--- src/rtl/cpb_pkg.sv ---
// rtl/cpb_pkg.sv - shared CPB state codes, phase indices and scheduler state encoding
package cpb_pkg;

  localparam int FSM_BITS = 5;
  localparam int N_PHASES = 7;

  // State codes of the CPB sequencing FSM
  typedef enum logic [FSM_BITS-1:0] {
    ST_IDLE       = 5'd0,
    ST_FIRST_LOAD = 5'd1,
    ST_CPB_0      = 5'd2,
    ST_CPB_1      = 5'd3,
    ST_CPB_2      = 5'd4,
    ST_CPB_LOADNW = 5'd5,
    ST_CPB_3      = 5'd6,
    ST_CPB_4      = 5'd7
  } cpb_state_e;

  // Phase index = state code - 1; also the bit position in flag_end
  typedef enum logic [2:0] {
    PH_FIRST_LOAD = 3'd0,
    PH_CPB_0      = 3'd1,
    PH_CPB_1      = 3'd2,
    PH_CPB_2      = 3'd3,
    PH_LOADNEW    = 3'd4,
    PH_CPB_3      = 3'd5,
    PH_CPB_4      = 3'd6
  } phase_idx_e;

  // Scheduler tracking state
  typedef enum logic [2:0] {
    S_IDLE = 3'd0,
    S_RUN  = 3'd1,
    S_REQ  = 3'd2,
    S_WAIT = 3'd3,
    S_DONE = 3'd4
  } sched_state_e;

  function automatic logic is_load_phase(input logic [2:0] idx);
    return (idx == 3'(PH_FIRST_LOAD)) || (idx == 3'(PH_LOADNEW));
  endfunction

endpackage

--- src/rtl/cpb_phase_counter.sv ---
// rtl/cpb_phase_counter.sv - phase cycle counter with latched length and terminal compare
module cpb_phase_counter #(
  parameter int CNT_W = 16
) (
  input  logic             clk,
  input  logic             reset,
  input  logic             clr,
  input  logic             load,
  input  logic [CNT_W-1:0] load_len,
  input  logic             inc,
  output logic [CNT_W-1:0] cnt,
  output logic             term_next
);

  localparam logic [CNT_W-1:0] ONE = CNT_W'(1);

  logic [CNT_W-1:0] cnt_q, cnt_d;
  logic [CNT_W-1:0] len_q, len_d;

  // Clear, load (count restarts at 1, zero length treated as 1) or saturating increment
  always_comb begin
    cnt_d = cnt_q;
    len_d = len_q;
    if (clr) begin
      cnt_d = '0;
    end else if (load) begin
      cnt_d = ONE;
      len_d = (load_len == '0) ? ONE : load_len;
    end else if (inc && (cnt_q != '1)) begin
      cnt_d = cnt_q + ONE;
    end
    term_next = (cnt_d == len_d);
  end

  // Counter and latched length registers
  always_ff @(posedge clk) begin
    if (reset) begin
      cnt_q <= '0;
      len_q <= ONE;
    end else begin
      cnt_q <= cnt_d;
      len_q <= len_d;
    end
  end

  assign cnt = cnt_q;

endmodule

--- src/rtl/cpb_phase_sched.sv ---
// rtl/cpb_phase_sched.sv - per-phase completion scheduler for the CPB sequencing FSM
module cpb_phase_sched #(
  parameter int FSM_BITS = cpb_pkg::FSM_BITS,
  parameter int CNT_W    = 16,
  parameter int DEF_LEN  = 4
) (
  input  logic                clk,
  input  logic                reset,
  input  logic [FSM_BITS-1:0] state_in,
  input  logic                cfg_we,
  input  logic [2:0]          cfg_addr,
  input  logic [CNT_W-1:0]    cfg_wdata,
  output logic                ld_req,
  output logic                ld_id,
  input  logic                ld_ack,
  input  logic                ld_done,
  output logic [6:0]          flag_end,
  output logic [CNT_W-1:0]    phase_cnt,
  output logic                sched_busy
);
  import cpb_pkg::*;

  localparam logic [FSM_BITS-1:0] CODE_IDLE = FSM_BITS'(ST_IDLE);
  localparam logic [FSM_BITS-1:0] CODE_MAX  = FSM_BITS'(ST_CPB_4);

  sched_state_e          st_q, st_d;
  logic [2:0]            idx_q, idx_d;
  logic [FSM_BITS-1:0]   last_state_q, last_state_d;
  logic [N_PHASES-1:0]   flag_q, flag_d;
  logic [CNT_W-1:0]      len_q [N_PHASES];
  logic [CNT_W-1:0]      len_d [N_PHASES];

  logic                  code_valid;
  logic                  entry;
  logic [2:0]            new_idx;
  logic [CNT_W-1:0]      new_len;
  logic                  term_next;

  // Classify the incoming state code and fetch the programmed length for it
  always_comb begin
    code_valid = (state_in != CODE_IDLE) && (state_in <= CODE_MAX);
    entry      = code_valid && (state_in != last_state_q);
    new_idx    = state_in[2:0] - 3'd1;
    new_len    = '0;
    for (int i = 0; i < N_PHASES; i++) begin
      if (new_idx == 3'(i)) new_len = len_q[i];
    end
  end

  // Length register file; a write only matters at the next phase entry
  always_comb begin
    len_d = len_q;
    for (int i = 0; i < N_PHASES; i++) begin
      if (cfg_we && (cfg_addr == 3'(i))) len_d[i] = cfg_wdata;
    end
  end

  cpb_phase_counter #(.CNT_W(CNT_W)) u_cnt (
    .clk       (clk),
    .reset     (reset),
    .clr       (!code_valid),
    .load      (entry),
    .load_len  (new_len),
    .inc       (st_q != S_IDLE),
    .cnt       (phase_cnt),
    .term_next (term_next)
  );

  // Tracking FSM: idle override, then (re)entry, then per-state progress
  always_comb begin
    st_d         = st_q;
    idx_d        = idx_q;
    flag_d       = '0;
    last_state_d = state_in;
    if (!code_valid) begin
      st_d = S_IDLE;
    end else if (entry) begin
      idx_d = new_idx;
      if (is_load_phase(new_idx)) begin
        st_d = S_REQ;
      end else begin
        st_d = S_RUN;
        if (term_next) flag_d = N_PHASES'(1) << new_idx;
      end
    end else begin
      case (st_q)
        S_RUN: begin
          if (flag_q != '0) st_d = S_DONE;
          else if (term_next) flag_d = N_PHASES'(1) << idx_q;
        end
        S_REQ: begin
          if (ld_ack) st_d = S_WAIT;
        end
        S_WAIT: begin
          if (ld_done) begin
            st_d   = S_DONE;
            flag_d = N_PHASES'(1) << idx_q;
          end
        end
        default: ;
      endcase
    end
  end

  // State, phase index, previous state code, flag and length registers
  always_ff @(posedge clk) begin
    if (reset) begin
      st_q         <= S_IDLE;
      idx_q        <= '0;
      last_state_q <= '0;
      flag_q       <= '0;
      for (int i = 0; i < N_PHASES; i++) len_q[i] <= CNT_W'(DEF_LEN);
    end else begin
      st_q         <= st_d;
      idx_q        <= idx_d;
      last_state_q <= last_state_d;
      flag_q       <= flag_d;
      len_q        <= len_d;
    end
  end

  assign flag_end   = flag_q;
  assign ld_req     = (st_q == S_REQ);
  assign ld_id      = (idx_q == 3'(PH_LOADNEW));
  assign sched_busy = (st_q != S_IDLE) && (st_q != S_DONE);

endmodule
--- config.mk ---
export PLATFORM = sky130hd
export DESIGN_NAME = cpb_phase_sched
export DESIGN_NICKNAME = d
export VERILOG_FILES = /design/src/rtl/cpb_pkg.sv /design/src/rtl/cpb_phase_counter.sv /design/src/rtl/cpb_phase_sched.sv
export SDC_FILE = /design/constraint.sdc
export NUM_CORES = 1
export LEC_CHECK = 0
export CAP_MARGIN = 20
export CORE_MARGIN = 1.5
export CORE_UTILIZATION = 50
export CTS_CLUSTER_SIZE = 10
export DETAILED_ROUTE_END_ITERATION = 10
export PLACE_DENSITY = 0.74
export SLEW_MARGIN = 5
export SYNTH_ARGS = -nofsm -noshare
export SYNTH_HDL_FRONTEND = slang
export SYNTH_SLANG_ARGS = --single-unit
--- constraint.sdc ---
create_clock -name clk -period 3.62 [get_ports clk]
set_clock_uncertainty 0.1 [all_clocks]
set_input_delay 0.362 -clock clk [delete_from_list [all_inputs] [get_ports clk]]
set_output_delay 0.362 -clock clk [all_outputs]
set_load 0.02 [all_outputs]
# Yosys cells after proc, flatten, opt, wreduce, memory -nomap -nowiden
# Index checks and enable logic that the tools add are counted.
# word_totals
input_bits	29
regBits	162
# op_classes
n_mux	26
reduce_logical	22
bitwise_logic	1
n_lt_le_gt_ge	1
shifts	2
eq_ne	23
n_addsub	2
# ops
cell	count
16-bit two-way mux	13
7-bit two-way mux	6
3-bit == test (second input constant)	7
3-bit by 2-bit == test with 1-bit output (second input constant)	6
16-bit by 1-bit adder with 16-bit output (second input constant)	1
16-bit == test	1
16-bit zero test	1
16-bit inequality test (second input constant)	1
7-bit one-hot mux with 2 select lines	1
1-bit by 3-bit << shifter with 7-bit output (first input constant)	2
3-bit two-way mux	4
1-bit logical AND	11
3-bit by 1-bit == test with 1-bit output (second input constant)	3
3-bit inequality test (second input constant)	3
3-bit one-hot mux with 3 select lines	1
7-bit nonzero test	1
3-bit zero test	2
5-bit by 3-bit less-or-equal comparator with 1-bit output (second input constant)	1
5-bit inequality test	1
5-bit nonzero test	1
4-bit AND reduction	1
4-bit nonzero test	1
3-bit by 1-bit inequality test with 1-bit output (second input constant)	1
3-bit nonzero test	1
6 further kinds	6

# Depth between registers and ports, before layout
# Gate-level depths: netlist of the first run.
# logic_depth
ltp_word	18
mapped_depth	15
mapped_depth_nobuf	12

# Cells and area by module
# A second synthesis of the first run with hierarchy kept.
# hier_totals
cells_unflattened	1031
hier_area_um2	7997.7
# modules_own_cells
module	n_inst	seq_area_each_um2	area_per_inst_um2	cells_each
cpb_phase_sched	1	2602.5	5977.0	788
cpb_phase_counter	1	640.6	2020.7	243

# Worst setup path before layout of the first run
# No wires, ideal clock.
# synth_timing
kind	input-to-reg
start	input port state_in[0]
end	register flag_q[0] (netlist: flag_end[0])
arrival_ns	3.166
setup_ns	0.061
slack_ns	0.293
path_buffers	3
required_ns	3.459
cell_stages	14
cell_sequence	inv_1 > ha_1 > clkbuf_2 > nand2b_1 > nand3_1 > a21oi_4 > buf_6 > clkbuf_1 > mux2i_1 > xnor2_1 > nor4_2 > nand4_4 > o31ai_4 > and4b_1
# synth_via
elab_chain_cells	18
word_cells_on_any_way	37
classes_between	add/sub: 1; order compare: 1; eq/ne: 8; shift: 1; mux: 18; bitwise: 1; reduce/logical: 7
# synth_rtl
item	line_no	text
from (decl)	cpb_phase_sched.sv:9	input logic [FSM_BITS-1:0] state_in,
3-bit by 1-bit subtractor with 3-bit output	cpb_phase_sched.sv:43	new_idx = state_in[2:0] - 3'd1;
3-bit zero test	cpb_pkg.sv:40, cpb_phase_sched.sv:46	
16-bit two-way mux (7 in a row)	cpb_phase_sched.sv:46	if (new_idx == 3'(i)) new_len = len_q[i];
16-bit zero test	cpb_phase_counter.sv:28	len_d = (load_len == '0) ? ONE : load_len;
16-bit two-way mux	cpb_phase_counter.sv:28	
16-bit two-way mux	cpb_phase_counter.sv:26	end else if (load) begin
16-bit two-way mux	cpb_phase_counter.sv:24	if (clr) begin
16-bit == test	cpb_phase_counter.sv:32	term_next = (cnt_d == len_d);
7-bit two-way mux	cpb_phase_sched.sv:89	else if (term_next) flag_d = N_PHASES'(1) << idx_q;
7-bit two-way mux	cpb_phase_sched.sv:88	if (flag_q != '0) st_d = S_DONE;
7-bit one-hot mux with 2 select lines	cpb_phase_sched.sv:86	case (st_q)
7-bit two-way mux	cpb_phase_sched.sv:77	end else if (entry) begin
to (signal assigned)	cpb_phase_sched.sv:117	flag_q <= flag_d;
to (decl)	cpb_phase_sched.sv:29	logic [N_PHASES-1:0] flag_q, flag_d;
# Several ways; a longest one is shown, not always the timed one.
# A chain may end at the register's enable or synchronous reset.

# Worst setup path after layout of the first run
# layout_timing
start	register u_cnt.cnt_q[4] (netlist: u_cnt.cnt[4])
end	register flag_q[0] (netlist: flag_end[0])
# layout_via
elab_chain_cells	10
word_cells_on_any_way	13
classes_between	add/sub: 1; eq/ne: 2; mux: 9; reduce/logical: 1
# layout_rtl
item	line_no	text
from (decl)	cpb_phase_counter.sv:17	logic [CNT_W-1:0] cnt_q, cnt_d;
from (signal assigned)	cpb_phase_counter.sv:41	cnt_q <= cnt_d;
branches (longest 2 deep; another with 16-bit by 1-bit adder with 16-bit output)	-	
16-bit two-way mux *	cpb_phase_counter.sv:29	end else if (inc && (cnt_q != '1)) begin
16-bit two-way mux *	cpb_phase_counter.sv:26	
16-bit two-way mux *	cpb_phase_counter.sv:24	
16-bit == test *	cpb_phase_counter.sv:32	
7-bit two-way mux	cpb_phase_sched.sv:89	
7-bit two-way mux	cpb_phase_sched.sv:88	
7-bit one-hot mux with 2 select lines	cpb_phase_sched.sv:86	
7-bit two-way mux *	cpb_phase_sched.sv:77	
# Every way passes the cells marked *.

==> results of run 1 <==
layout make-up:
cell class                 count  area, um2
tap                          216        270
timing repair buffer         156       1410
clock inverter                 6       80.1
inverter                      28        105
multi-input combinational    793       4530
fill                        1375       5710
sequential                   162       3240
clock buffer                  24        482
through the flow:
step / utilization (%) / area (um2) / std cells
after global routing: 63.9 / 10100 / 1385
after detailed placement: 59.0 / 9340 / 1350
final: 63.9 / 10100 / 1385
after global placement: 59.0 / 9340 / 1350
after floorplan: - / 8080 / 1050
after CTS: 62.7 / 9920 / 1380
cells in the final DEF (no fill, tap or decap), drive strengths merged, types with 4 or more instances in the layout:
cell type,Yosys,final
a221oi,19,19
xnor2,17,17
ha,6,6
a221o,6,6
nand3,19,19
buf,28,102
a32o,4,4
a21o,4,4
and2,5,5
clkbuf,39,25
nor4,8,8
nand2b,5,5
and3,7,7
dfxtp,162,162
a211oi,15,15
xor2,7,7
clkdlybuf4s50,0,50
nor2b,14,14
nor3,20,20
clkinv,0,4
o21ai,20,20
or4,6,6
inv,28,28
a21oi,154,154
nor3b,5,5
nand2,295,295
mux2i,9,9
nand3b,27,27
o211ai,4,4
nor2,62,62
nand4,8,8
timing repair:
action | in CTS | in global routing
resized for setup | 3 | 26
endpoints found under the setup margin | 6 | 7
buffers inserted | 0 | 4
cloned | 0 | 1
pin swaps | 3 | 7
cell families (layout without fill, tap and decap cells):
group	after synthesis	after routing	share of synthesized area, %
compound gates	253	253	20.0
xor+xnor	24	24	2.69
fa+ha+maj	6	6	0.929
buf+inv	95	214	5.64
flops	162	162	40.1
mux	12	12	1.53
simple gates	498	498	29.1
flip-flops by register name (all words and copies together) (netlist names):
signal	cells
u_cnt.cnt	16
idx_q	3
len_q	112
flag_end	7
u_cnt.len_q	16
last_state_q	5
st_q	3
how the worst max path moves through the flow:
stage | startpoint | end | slack, ns | cells past startpoint
2_1_floorplan | state_in[0] | flag_end[0] | 0.29 | 14
3_3_place_gp | state_in[1] | flag_end[0] | -0.40 | 14
3_5_place_dp | state_in[1] | flag_end[0] | -0.50 | 14
4_1_cts | state_in[1] | flag_end[0] | 0.01 | 15
5_1_grt | u_cnt.cnt[10] | flag_end[0] | 0.06 | 10
6_report | u_cnt.cnt[4] | flag_end[0] | 0.28 | 10
worst reg2reg max path, stage by stage, from the launching register on:
cell and delay, ns:
dfxtp_1 0.46, nand4_4 0.19, nor3_1 0.41, nand4_1 0.16
mux2i_1 0.31, xor2_1 0.10, or4_2 0.56, a22oi_2 0.27
nand4_4 0.19, o31ai_4 0.32, and4b_1 0.22
metal layers:
layer  GRT usage (%)  vias up
met3            4.63       43
met2            46.9      262
met4            10.9        0
li1                -     3836
met5               0        -
met1            35.0     3562
power breakdown:
part,total (mW),internal (mW),switching [mW]
Combinational,0.547,0.235,0.312
Clock,1.75,1.06,0.695
Sequential,1.85,1.83,0.0255
Total,4.15,3.12,1.03
==> flow_summary.yaml, run 1 <==
drt:
  num_vias: 7703
  drc: 0
  top_layer_used: "met4"
  wl_met3_mm: 1.28
  via_per_inst: 5.56
  finalWirelength_mm: 23.3
  drt-initial-drc-count: 726
  routedWlPerCell_um: 16.8
  drtAntennaViolNets: 0
  wl_met1_mm: 10.3
  wl_met2_mm: 11.1
  firstDrtPassIters: 5
finish:
  drive_above_1_share_pct: 16.5
  fin_nets: 1193
  area_growth_pct: 25.2
  diodes: 0
logic_synthesis:
  synth_edf_count: 0
  synth_area_leaders: "dfxtp_1, nand2_1, a21oi_1, nor2_1, nand3b_1"
  syn_area_mm2: 0.00808
  ys_warn_count: 0
  yosysTopAreaCell: "dfxtp_1"
  synth_top_area_share_pct: 40.1
  ys_seq_elements: 162
  synth.most_common_cell: "nand2_1"
  ys_seq_area_share_pct: 40.1
  syn_inst: 1050
  synth_ff_type: "dfxtp_1"
  synth.distinct_cells: 83
  yosys-top-cells-count: "nand2_1, dfxtp_1, a21oi_1"
  syn-num-nets: 1085
  synth-async-reset-ratio_pct: 0
  syn_avg_cell_area_um2: 7.70
grt:
  grt_pass1_wl_mm: 36.5
  first_global_vias: 7198
  antenna_found_initial: 0
  grt_max_degree: 102
  grtUsageTotal_pct: 27.6
  grt.overflow.total: 0
setup_path:
  worstPathArrival_ns: 3.61
  cp_top_family: "simple AND/OR/NAND/NOR gates"
  start_kind: "register"
  end_kind: "register"
  cpMostUsedCell: "nand4_4"
  r2r_cells: 10
  crit_slowest_cell: "or4_2"
  path_cells: "nand4_4, nor3_1, nand4_1, mux2i_1, xor2_1, or4_2, a22oi_2, nand4_4, o31ai_4, and4b_1"
  slowest_delay_ns: 0.56
  reg2reg_slack_ns: 0.28
  cp_max_fo: 7
  reg2reg_to: "flag_end[0]"
  critPathBufInv: 0
  rr_startpoint: "u_cnt.cnt[4]"
  worstPathRequired_ns: 3.90
  critPathKind: "reg -> reg"
hold_path:
  hold_start: "state_in[0]"
  hold_depth: 3
  holdPathEnd: "last_state_q[0]"
  hold_path.class: "in -> reg"
clock_tree:
  htreeDepth: 4
  clk_transition_reported_paths_ns: 0.06
  cts.hold.buffers_added: 0
  cts-buffers-inserted: 17
  clk_latency_ns: 0.43
  cts_tree: "yes"
  cts_sinks: 162
  cts_buffer_depth: 2
  cts-root-buf: "clkbuf_16"
power:
  p_leak_nw: 3.52
  p_total_mw: 4.15
  cellPowerDensity_mw_per_mm2: 410
  vdd_ir_drop_max_v: 0.000336
floorplanning:
  start_util_pct: 51.1
  die_x_um: 130
  rows: 46
  io_pins: 55
  die_y_um: 130
  core-area_mm2: 0.0158
  die_area_mm2: 0.0169
timing:
  drv_slew: 0
  tns_ns: 0
  setup_viol: 0
  min_period_ns: 3.34
  holdWs_ns: 0.180
  slew_headroom_pct: 30.5
  period_share_pct: 92.2
  grt_setup_unrepaired: "false"
  setup_ws_ns: 0.283
  finalHoldViolations: 0
  max_freq_ghz: 0.300
  tightest_slew_ns: 1.04
placement:
  dpl.hpwl_mm: 15.8
  port-buffer-count: 54
  pre_cts_slack_ns: -0.500
  gp_congestion: 0.802
flow_run:
  maxCapViolCount: 0
run_status:
  status: "complete, no violations"
Note: power is estimated with default switching activity, not from simulation.
==> run 2: changes to the inputs <==
--- a/config.mk
+++ b/config.mk
@@ -7,10 +7,10 @@
 export LEC_CHECK = 0
 export CAP_MARGIN = 20
 export CORE_MARGIN = 1.5
-export CORE_UTILIZATION = 50
+export CORE_UTILIZATION = 37
 export CTS_CLUSTER_SIZE = 10
 export DETAILED_ROUTE_END_ITERATION = 10
-export PLACE_DENSITY = 0.74
+export PLACE_DENSITY = 0.59
 export SLEW_MARGIN = 5
 export SYNTH_ARGS = -nofsm -noshare
 export SYNTH_HDL_FRONTEND = slang
==> flow_summary.yaml, run 2 (synthesis results as in run 1) <==
drt:
  drtAntennaViolNets: 0
  via_per_inst: 5.28
  drt-initial-drc-count: 408
  num_vias: 7603
  routedWlPerCell_um: 16.6
  firstDrtPassIters: 6
  finalWirelength_mm: 23.8
  drc: 0
grt:
  grt_pass1_wl_mm: 37.5
  grt.overflow.total: 0
  antenna_found_initial: 0
  first_global_vias: 6879
  grt_max_degree: 72
  grtUsageTotal_pct: 21.4
finish:
  largest_register_ffs: 112
  fillers: 2102
  area_growth_pct: 25.9
  diodes: 0
  multi_input_area_mm2: 0.00453
  final_common_cell: "nand2_1"
  final_util_pct: 47.9
  regMostFlops: "len_q"
  drive_above_1_share_pct: 16.8
  regArea_mm2: 0.00324
  layout_common_cells: "nand2_1, dfxtp_1, a21oi_1"
  fin_nets: 1186
setup_path:
  crit_start: "u_cnt.cnt[4]"
  cp.depth: 10
  worstPathRequired_ns: 3.89
  end_kind: "register"
  rr_startpoint: "u_cnt.cnt[4]"
  reg2reg_to: "flag_end[0]"
  worstPathArrival_ns: 3.67
  r2r_cells: 10
  reg2reg_slack_ns: 0.23
  endpoint: "flag_end[0]"
  critPathKind: "reg -> reg"
  crit_slowest_cell: "or4_2"
  critPathBufInv: 0
  cp_top_family: "simple AND/OR/NAND/NOR gates"
  slowest_delay_ns: 0.56
  cpMostUsedCell: "nand4_4"
  path_cells: "nand4_4, nor3_1, nand4_1, mux2i_1, xor2_1, or4_2, a22oi_2, nand4_4, o31ai_4, and4b_1"
  start_kind: "register"
  cp_max_fo: 7
floorplanning:
  die_y_um: 151
  rows: 53
  core-area_mm2: 0.0212
  io_pins: 55
  die_area_mm2: 0.0227
  die_x_um: 151
  start_util_pct: 38.1
clock_tree:
  cts_buffer_depth: 2
  cts-buffers-inserted: 17
  htreeDepth: 4
  clk_latency_ns: 0.43
  cts-root-buf: "clkbuf_16"
  cts_sinks: 162
  clk_transition_reported_paths_ns: 0.07
  cts.hold.buffers_added: 0
  cts_tree: "yes"
flow_run:
  maxCapViolCount: 0
placement:
  gp_congestion: 0.858
  dpl.hpwl_mm: 16.6
  port-buffer-count: 54
timing:
  drv_slew: 0
  slew_headroom_pct: 42.1
  tns_ns: 0
  tightest_slew_ns: 0.865
  min_period_ns: 3.39
  finalHoldViolations: 0
  setup_viol: 0
  max_freq_ghz: 0.295
  grt_setup_unrepaired: "false"
  period_share_pct: 93.7
run_status:
  status: "complete, no violations"
power:
  p_leak_nw: 3.48
  vdd_ir_drop_max_v: 0.000332
  cellPowerDensity_mw_per_mm2: 416
hold_path:
  hold_path.class: "in -> reg"
[run 2: where the power goes]
part	internal [mW]	switching [mW]
Clock	1.04	0.805
Sequential	1.82	0.0255
Combinational	0.229	0.304
Total	3.10	1.14
[run 2: worst reg2reg max path, stage by stage, from the launching register on]
cell and delay, ns:
dfxtp_1 0.47, nand4_4 0.20, nor3_1 0.40, nand4_1 0.17, mux2i_1 0.36, xor2_1 0.11
or4_2 0.56, a22oi_2 0.26, nand4_4 0.20, o31ai_4 0.29, and4b_1 0.22
[run 2: per-layer routing]
metal	wire length [um]	global-route usage [%]	part of all wire, %
met5	0	0	0
met4	225	4.76	0.94
met3	1160	3.86	4.9
met2	11100	34.6	47
met1	11400	29.7	48
[run 2: worst min-delay path by stage]
stage / start / end / slack, ns / cells after the start
after floorplan: len_q[13] / len_q[13] / 0.34 / 2
after global placement: len_q[64] / len_q[64] / 0.34 / 2
after detailed placement: len_q[14] / len_q[14] / 0.35 / 2
after CTS: reset / st_q[1] / 0.31 / 3
after global routing: state_in[0] / last_state_q[0] / 0.19 / 3
final: state_in[0] / last_state_q[0] / 0.18 / 3
[run 2: repair_timing]
item,in CTS,in global routing
endpoints found under the setup margin,5,7
setup buffers,0,5
pin swaps,0,9
resized for setup,7,25
cloned,0,1
[run 2: final cells by class]
| class | count | share of cell area [%] |
|---|---|---|
| inverter | 28 | 1.03 |
| tap | 275 | 3.38 |
| clock buffer | 18 | 4.22 |
| timing repair buffer | 149 | 13.3 |
| sequential | 162 | 31.9 |
| multi-input combinational | 793 | 44.5 |
| clock inverter | 14 | 1.67 |
[run 2: through the flow]
stage / setup slack [ns] / power [mW] / instances / area (um2) / hold slack (ns)
floorplan: 0.293 / 2.17 / 1050 / 8080 / 0.336
global placement: -0.493 / 2.39 / 1401 / 9370 / 0.342
detailed placement: -0.492 / 2.40 / 1401 / 9370 / 0.347
CTS: 0.00986 / 4.25 / 1433 / 10000 / 0.314
global route: 0.0296 / 4.40 / 1439 / 10200 / 0.193
finish: 0.229 / 4.23 / 1439 / 10200 / 0.178
==> run 3: changes to the inputs <==
--- a/config.mk
+++ b/config.mk
@@ -11,6 +11,7 @@
 export CTS_CLUSTER_SIZE = 10
 export DETAILED_ROUTE_END_ITERATION = 10
 export PLACE_DENSITY = 0.59
+export SETUP_SLACK_MARGIN = 0.3
 export SLEW_MARGIN = 5
 export SYNTH_ARGS = -nofsm -noshare
 export SYNTH_HDL_FRONTEND = slang
==> flow_summary.yaml, run 3 (synthesis results as in run 1) <==
run_status:
  status: "complete, no violations"
placement:
  dpl.hpwl_mm: 16.5
  port-buffer-count: 54
  gp_congestion: 0.839
finish:
  fillers: 2122
  largest_register_ffs: 112
  drive_above_1_share_pct: 21.4
  diodes: 0
  fin_nets: 1202
  regMostFlops: "len_q"
  layout_common_cells: "nand2_1, a21oi_1, dfxtp_1"
  final_common_cell: "nand2_1"
  area_growth_pct: 29.8
grt:
  grt.overflow.total: 0
  grt_pass1_wl_mm: 39.5
  first_global_vias: 7300
  grtUsageTotal_pct: 22.5
  grt_max_degree: 68
  antenna_found_initial: 0
timing:
  tightest_slew_ns: 0.898
  finalHoldViolations: 0
  slew_headroom_pct: 40.0
  max_freq_ghz: 0.313
  tns_ns: 0
  holdWs_ns: 0.0752
  period_share_pct: 88.3
  setup_viol: 0
  drv_slew: 0
  grt_setup_unrepaired: "false"
  min_period_ns: 3.20
drt:
  drc: 0
  routedWlPerCell_um: 17.0
  finalWirelength_mm: 24.7
  firstDrtPassIters: 5
  via_per_inst: 5.27
  drt-initial-drc-count: 498
  num_vias: 7662
  drtAntennaViolNets: 0
clock_tree:
  clk_latency_ns: 0.43
  htreeDepth: 4
  cts_sinks: 162
  cts-buffers-inserted: 17
  cts_buffer_depth: 2
  cts_tree: "yes"
  clk_transition_reported_paths_ns: 0.07
  cts-root-buf: "clkbuf_16"
floorplanning:
  die_x_um: 151
  io_pins: 55
  die_area_mm2: 0.0227
  die_y_um: 151
  start_util_pct: 38.1
  rows: 53
  core-area_mm2: 0.0212
setup_path:
  critPathBufInv: 4
  path_cells: "clkbuf_2, inv_2, ha_4, buf_12, buf_4, nand2_1, o21ai_0, a221o_1, a211o_1, o21ai_1, or4_2, nand3_1, nand4_4, o31ai_4, and4b_1"
  crit_slowest_cell: "or4_2"
  cp_top_family: "simple AND/OR/NAND/NOR gates"
  start_kind: "primary input"
  end_kind: "register"
  worstPathArrival_ns: 3.47
  cp_max_fo: 10
  critPathKind: "in -> reg"
  slowest_delay_ns: 0.65
  worstPathRequired_ns: 3.90
hold_path:
  hold_path.class: "in -> reg"
power:
  p_leak_nw: 3.59
  cellPowerDensity_mw_per_mm2: 399
  vdd_ir_drop_max_v: 0.000335
flow_run:
  maxCapViolCount: 0
## run 3: cell types whose count changed in the layout (fill, tap and decap cells not counted), moves of 3 or more
cell      change
dfxtp_1      -12
buf_4        +10
dfxtp_2      +10
buf_6         +8
a221oi_1      -6
a221oi_2      +6
ha_4          +3
nand3_1       -3
## run 3: final timing paths
kind                 from               to  slack (ns)  cells after the start
max           state_in[1]      flag_end[0]        0.42                     15
min                 reset  last_state_q[4]        0.08                      2
max reg2reg  u_cnt.cnt[0]      flag_end[0]        0.44                      9
min reg2reg     len_q[45]        len_q[45]        0.36                      2
## run 3: cell type report
| type | instances | area (um2) | share of cell area (%) |
|---|---|---|---|
| multi-input cells | 793 | 4730 | 45.1 |
| flip-flops and latches | 162 | 3260 | 31.1 |
| well taps | 275 | 344 | 3.28 |
| inverters | 28 | 105 | 1.00 |
| clock buffers | 17 | 425 | 4.06 |
| clock inverters | 15 | 145 | 1.38 |
| repair buffers | 165 | 1480 | 14.1 |
## run 3: through the flow
| step | utilization [%] | setup WS [ns] | power, mW | cells | instance area (um2) |
|---|---|---|---|---|---|
| 2_1_floorplan | - | 0.365 | 2.17 | 1050 | 8080 |
| 3_3_place_gp | 44.4 | -0.462 | 2.40 | 1411 | 9420 |
| 3_5_place_dp | 44.4 | -0.530 | 2.41 | 1411 | 9420 |
| 4_1_cts | 47.9 | 0.306 | 4.19 | 1446 | 10200 |
| 5_1_grt | 49.4 | 0.238 | 4.36 | 1455 | 10500 |
| 6_report | 49.4 | 0.424 | 4.18 | 1455 | 10500 |
## run 3: routing by layer
| metal | part of all wire (%) | GRT usage [%] | vias up | routed length [um] |
|---|---|---|---|---|
| met5 | 0 | 0 | - | 0 |
| met4 | 2.2 | 6.99 | 0 | 542 |
| met3 | 4.4 | 3.52 | 36 | 1090 |
| met2 | 46 | 36.5 | 186 | 11500 |
| met1 | 47 | 30.5 | 3583 | 11600 |
| li1 | - | - | 3857 | - |
## run 3: what timing repair did
item,CTS,global route
cloned,1,0
buffers inserted,2,9
resized for setup,26,68
hold buffers,0,0
pin swaps,9,13
endpoints found under the setup margin,7,7
## run 3: power by group
part           switching [mW]  internal (mW)  leakage [nW]  total, mW
combinational           0.318          0.253          2.00      0.571
sequential             0.0261           1.82          1.32       1.85
clock                   0.798          0.964         0.277       1.76
## run 3: worst register-to-register path, cell delays in order, from the launching register on
cell     delay, ns
dfxtp_2       0.42
ha_4          0.19
nand3_4       0.12
or3_1         0.42
a31o_2        0.28
or4_2         0.62
a22oi_2       0.23
nand4_4       0.18
o31ai_4       0.34
and4b_1       0.22
